===== src/rtl/vga_term_writer.sv =====
// Text-terminal writer: turns a stream of ASCII bytes into text-RAM cell writes and
// cursor motion, clearing a line on row advance and the whole screen on form feed / reset.
module vga_term_writer #(
  parameter int COLS = 70,
  parameter int ROWS = 30
) (
  input  logic        vga_clk,
  input  logic        rst,
  input  logic        char_valid,
  input  logic [7:0]  char_data,
  output logic        char_ready,
  output logic        wr_en,
  output logic [11:0] wr_addr,
  output logic [7:0]  wr_data,
  output logic [6:0]  cursor_col,
  output logic [4:0]  cursor_row,
  output logic        busy
);

  localparam logic [11:0] COLS12      = 12'(COLS);
  localparam logic [11:0] LINE_LAST   = 12'(COLS - 1);
  localparam logic [11:0] SCREEN_LAST = 12'(COLS * ROWS - 1);
  localparam logic [6:0]  LAST_COL    = 7'(COLS - 1);
  localparam logic [4:0]  LAST_ROW    = 5'(ROWS - 1);

  localparam logic [7:0] CH_BS    = 8'h08;
  localparam logic [7:0] CH_LF    = 8'h0A;
  localparam logic [7:0] CH_FF    = 8'h0C;
  localparam logic [7:0] CH_CR    = 8'h0D;
  localparam logic [7:0] CH_SPACE = 8'h20;
  localparam logic [7:0] CH_TILDE = 8'h7E;

  typedef enum logic [1:0] {
    IDLE,
    CLEAR_LINE,
    CLEAR_SCREEN
  } state_t;

  state_t      state;
  logic [11:0] clr_cnt;
  logic [11:0] row_base;
  logic [11:0] cur_addr;
  logic [4:0]  row_next;
  logic        printable;

  assign row_base  = 12'(cursor_row) * COLS12;
  assign cur_addr  = row_base + 12'(cursor_col);
  assign row_next  = (cursor_row == LAST_ROW) ? 5'd0 : cursor_row + 5'd1;
  assign printable = (char_data >= CH_SPACE) && (char_data <= CH_TILDE);

  assign char_ready = (state == IDLE);
  assign busy       = ~char_ready;

  always_ff @(posedge vga_clk or posedge rst) begin
    if (rst) begin
      state      <= CLEAR_SCREEN;
      clr_cnt    <= 12'd0;
      wr_en      <= 1'b0;
      wr_addr    <= 12'd0;
      wr_data    <= CH_SPACE;
      cursor_col <= 7'd0;
      cursor_row <= 5'd0;
    end else begin
      wr_en <= 1'b0;
      case (state)
        IDLE: begin
          if (char_valid) begin
            if (printable) begin
              wr_en   <= 1'b1;
              wr_addr <= cur_addr;
              wr_data <= char_data;
              if (cursor_col == LAST_COL) begin
                cursor_col <= 7'd0;
                cursor_row <= row_next;
                clr_cnt    <= 12'd0;
                state      <= CLEAR_LINE;
              end else begin
                cursor_col <= cursor_col + 7'd1;
              end
            end else begin
              case (char_data)
                CH_LF: begin
                  cursor_col <= 7'd0;
                  cursor_row <= row_next;
                  clr_cnt    <= 12'd0;
                  state      <= CLEAR_LINE;
                end
                CH_CR: cursor_col <= 7'd0;
                CH_BS: begin
                  // The cell left of the cursor is always cur_addr-1, even across a row edge.
                  if (cursor_col != 7'd0) begin
                    cursor_col <= cursor_col - 7'd1;
                    wr_en      <= 1'b1;
                    wr_addr    <= cur_addr - 12'd1;
                    wr_data    <= CH_SPACE;
                  end else if (cursor_row != 5'd0) begin
                    cursor_col <= LAST_COL;
                    cursor_row <= cursor_row - 5'd1;
                    wr_en      <= 1'b1;
                    wr_addr    <= cur_addr - 12'd1;
                    wr_data    <= CH_SPACE;
                  end
                end
                CH_FF: begin
                  cursor_col <= 7'd0;
                  cursor_row <= 5'd0;
                  clr_cnt    <= 12'd0;
                  state      <= CLEAR_SCREEN;
                end
                default: ;
              endcase
            end
          end
        end
        CLEAR_LINE: begin
          wr_en   <= 1'b1;
          wr_addr <= row_base + clr_cnt;
          wr_data <= CH_SPACE;
          if (clr_cnt == LINE_LAST) begin
            clr_cnt <= 12'd0;
            state   <= IDLE;
          end else begin
            clr_cnt <= clr_cnt + 12'd1;
          end
        end
        CLEAR_SCREEN: begin
          wr_en   <= 1'b1;
          wr_addr <= clr_cnt;
          wr_data <= CH_SPACE;
          if (clr_cnt == SCREEN_LAST) begin
            clr_cnt <= 12'd0;
            state   <= IDLE;
          end else begin
            clr_cnt <= clr_cnt + 12'd1;
          end
        end
        default: state <= IDLE;
      endcase
    end
  end

endmodule


===== config.mk =====
export PLATFORM = sky130hd
export DESIGN_NAME = vga_term_writer
export DESIGN_NICKNAME = d
export VERILOG_FILES = /design/src/rtl/vga_term_writer.sv
export SDC_FILE = /design/constraint.sdc
export NUM_CORES = 1
export LEC_CHECK = 0
export CAP_MARGIN = 20
export CORE_ASPECT_RATIO = 0.6
export CORE_MARGIN = 1.5
export CORE_UTILIZATION = 44
export CTS_CLUSTER_DIAMETER = 80
export DETAILED_ROUTE_END_ITERATION = 7
export DONT_BUFFER_PORTS = 1
export SLEW_MARGIN = 15
export SYNTH_ARGS = -nofsm -noshare
export SYNTH_HDL_FRONTEND = slang
export SYNTH_SLANG_ARGS = --single-unit
export TNS_END_PERCENT = 5

===== constraint.sdc =====
create_clock -name vga_clk -period 7 [get_ports vga_clk]
set_input_delay 0.7 -clock vga_clk [delete_from_list [all_inputs] [get_ports vga_clk]]
set_output_delay 0.7 -clock vga_clk [all_outputs]
set_load 0.005 [all_outputs]

==> flow_metrics.env <==
export IMPL_numCtsBuffers=5
export IMPL_power_frac_seq_pct=24.8
export IMPL_yosys_top_cells_area="dfrtp_1 26%, ha_1 13%, nand2_1 4.6%, nor2_1 3.8%, o21ai_0 3.7%"
export IMPL_synth_cell_types=68
export IMPL_clockBufferDepth=2
export IMPL_crit_type="flip-flop to flip-flop"
export IMPL_synth_async_sr_flop_share_pct=100
export IMPL_antenna_left=0
export IMPL_fmax_ghz=0.211
export IMPL_clock_sinks=47
export IMPL_rows=27
export IMPL_worstMarginPinSlew_ps=966
export IMPL_drc=0
export IMPL_path_max_fanout=9
export IMPL_finalSetupViolations=0
export IMPL_cts_root_buffer="clkbuf_16"
export IMPL_area_delta_synth_final_pct=5.33
export IMPL_status="complete, no violations"
export IMPL_nets=570
export IMPL_grt_max_degree=48
export IMPL_synth_top_area_share_pct=26.1
export IMPL_p_switching_mw=1.08
export IMPL_place_congestion=0.899
export IMPL_clock_insertion_delay_worst_skew_ps=300
export IMPL_max_vdd_ir_drop_mv=0.239
export IMPL_mappedNetlistNets=581
export IMPL_grt_pass1_wl_mm=19.9
export IMPL_switching_share_pct=51.4
export IMPL_ctsHtreeMaxLevel=2
export IMPL_holdWs_ps=430
export IMPL_core_area_um2=9360
export IMPL_crit_arrival_ps=4920
export IMPL_rsz0062_at_grt="false"
export IMPL_wirelength_mm=12.0
export IMPL_post_cts_resized=0
export IMPL_highest_layer="met4"
export IMPL_synth_avg_cell_area_um2=8.27
export IMPL_netlist_instances=522
export IMPL_internal_power_mw=1.02
export IMPL_seq_area_frac_synth_pct=27.3
export IMPL_ys_flop_type="dfrtp_1"
export IMPL_overflow=0
export IMPL_cts_tree="yes"
export IMPL_dpl_hpwl_mm=9.29
export IMPL_leakagePower_nw=1.97
export IMPL_grt_pass1_vias=3754
export IMPL_critPathLaunchType="flip-flop"
export IMPL_vias_per_cell=6.16
export IMPL_power_share_clock_pct=12.1
export IMPL_dieArea_um2=10400
export IMPL_synth_area_um2=4320
export IMPL_firstDrtPassIters=5
export IMPL_wl_met3_mm=1.17
export IMPL_synth_edf_count=0
export IMPL_die_w_um=131
export IMPL_ys_ff_latch=47
export IMPL_fin_crit_sh_pct=67.8
export IMPL_synth_top_cells_by_count="53 x nand2_1, 45 x dfrtp_1, 45 x ha_1"
export IMPL_fin_tns_setup_ps=0
export IMPL_portBuffers=0
export IMPL_p_per_area_nw_per_um2=460
export IMPL_n_antenna_cell=0
export IMPL_final_core_util_pct=48.6
export IMPL_finalMaxSlewViolations=0
export IMPL_cp_end_kind="flip-flop"
export IMPL_drive_above_1_share_pct=5.47
export IMPL_die_y_um=79.7
export IMPL_cap_violations=0
export IMPL_cts_setup_buffers=0
export IMPL_wl_met2_mm=4.48
export IMPL_path_clk_slew_ps=70
export IMPL_period_minus_slack_ps=4740
export IMPL_num_vias=3954
export IMPL_synth_most_common_cell="nand2_1"
export IMPL_pin_count=46
export IMPL_relSlewSlack_pct=34.8
export IMPL_track_usage_pct=24.8
export IMPL_yosys_warnings=0
export IMPL_antenna_found_initial=0
export IMPL_clock_skew_ps=9.42
export IMPL_critical_path_required_ps=7180
export IMPL_post_drt_wl_per_cell_um=18.8
export IMPL_power_total_mw=2.09
export IMPL_p_comb_share_pct=63.0
export IMPL_worstHoldPathType="input pin to async pin"
export IMPL_initial_core_util_pct=46.1
export IMPL_synth_area_leader_cell="dfrtp_1"
export IMPL_cts_hold_buf=0
export IMPL_first_iter_violations=421
export IMPL_wl_met1_mm=6.34
export IMPL_hold_viol_final=0
==> metrics by stage <==
step / setup WS, ps / cell area (µm²) / instances
2_1_floorplan: 2840 / 4320 / 522
3_3_place_gp: 2520 / 4400 / 634
3_5_place_dp: 2330 / 4400 / 634
4_1_cts: 2290 / 4550 / 642
5_1_grt: 1780 / 4550 / 642
6_report: 2260 / 4550 / 642
==> cells by family after synthesis <==
family | Yosys count | synth area share [%]
AOI/OAI and AO/OA | 159 | 25.6
xor gates and xnor gates | 28 | 5.68
adders and majority gates | 48 | 14.4
buffers and inverters | 49 | 4.58
DFF | 47 | 27.3
muxes | 4 | 0.928
and+or+nand+nor | 187 | 21.5
==> per-layer routing <==
metal / GRT usage [%] / vias up
met1: 38.4 / 1874
met4: 3.52 / 0
li1: - / 1906
met3: 8.65 / 12
met2: 32.9 / 162
met5: 0 / -
==> layout make-up <==
class,instances,area [µm²]
Fill cell,947,4810
Tap cell,130,163
Multi-Input combinational cell,426,2940
Inverter,31,118
Clock buffer,5,125
Sequential cell,47,1180
Clock inverter,3,22.5
==> path summary, 6_finish.rpt <==
kind                                from       endpoint  slack [ps]  cells after the start
setup / recovery           cursor_row[3]    wr_addr[11]        2260                     16
hold / removal                       rst     wr_data[7]         430                      1
setup reg to reg           cursor_row[3]    wr_addr[11]        2260                     16
hold reg to reg               wr_data[3]     wr_data[3]         510                      2
max in group asynchronous            rst  cursor_row[2]        6060                      1
min in group vga_clk          wr_data[3]     wr_data[3]         510                      2
==> worst max-delay path: stages (launching register included) <==
cell       delay (ps)
dfrtp_1           530
inv_1             180
ha_1              310
inv_1              40
ha_1              280
ha_1              370
a31oi_1           370
xnor2_1           210
ha_1              340
nor2b_1           180
o211ai_1          100
o311ai_0          220
nor4_1            820
o2111ai_1         240
xor2_1            190
a21oi_1           150
a21oi_1            90
==> flip-flops by register name (all words and copies together) (netlist names) <==
name	count
clr_cnt	12
wr_addr	12
wr_data	8
cursor_col	7
cursor_row	5
state	2
wr_en	1
==> cells in the final DEF, fill, tap and decap left out, types with 10 or more instances in the layout <==
cell,synthesis,layout
nand2_1,53,53
nor3_1,12,12
xor2_1,10,10
ha_1,45,45
a31oi_1,10,10
dfrtp_1,45,45
nor2_1,44,44
o31ai_1,12,12
nand3_1,21,21
inv_1,30,29
a21oi_1,27,27
o21ai_0,32,32
xnor2_1,18,18
==> power groups by stage <==
stage / Sequential, mW / Combinational [mW] / Clock (mW)
after floorplan: 0.461 / 1.03 / 0
after global placement: 0.519 / 1.27 / 0
after detailed placement: 0.521 / 1.29 / 0
after CTS: 0.518 / 1.30 / 0.258
after global routing: 0.538 / 1.50 / 0.271
final: 0.519 / 1.32 / 0.254
(Power assumes the default switching activity.)
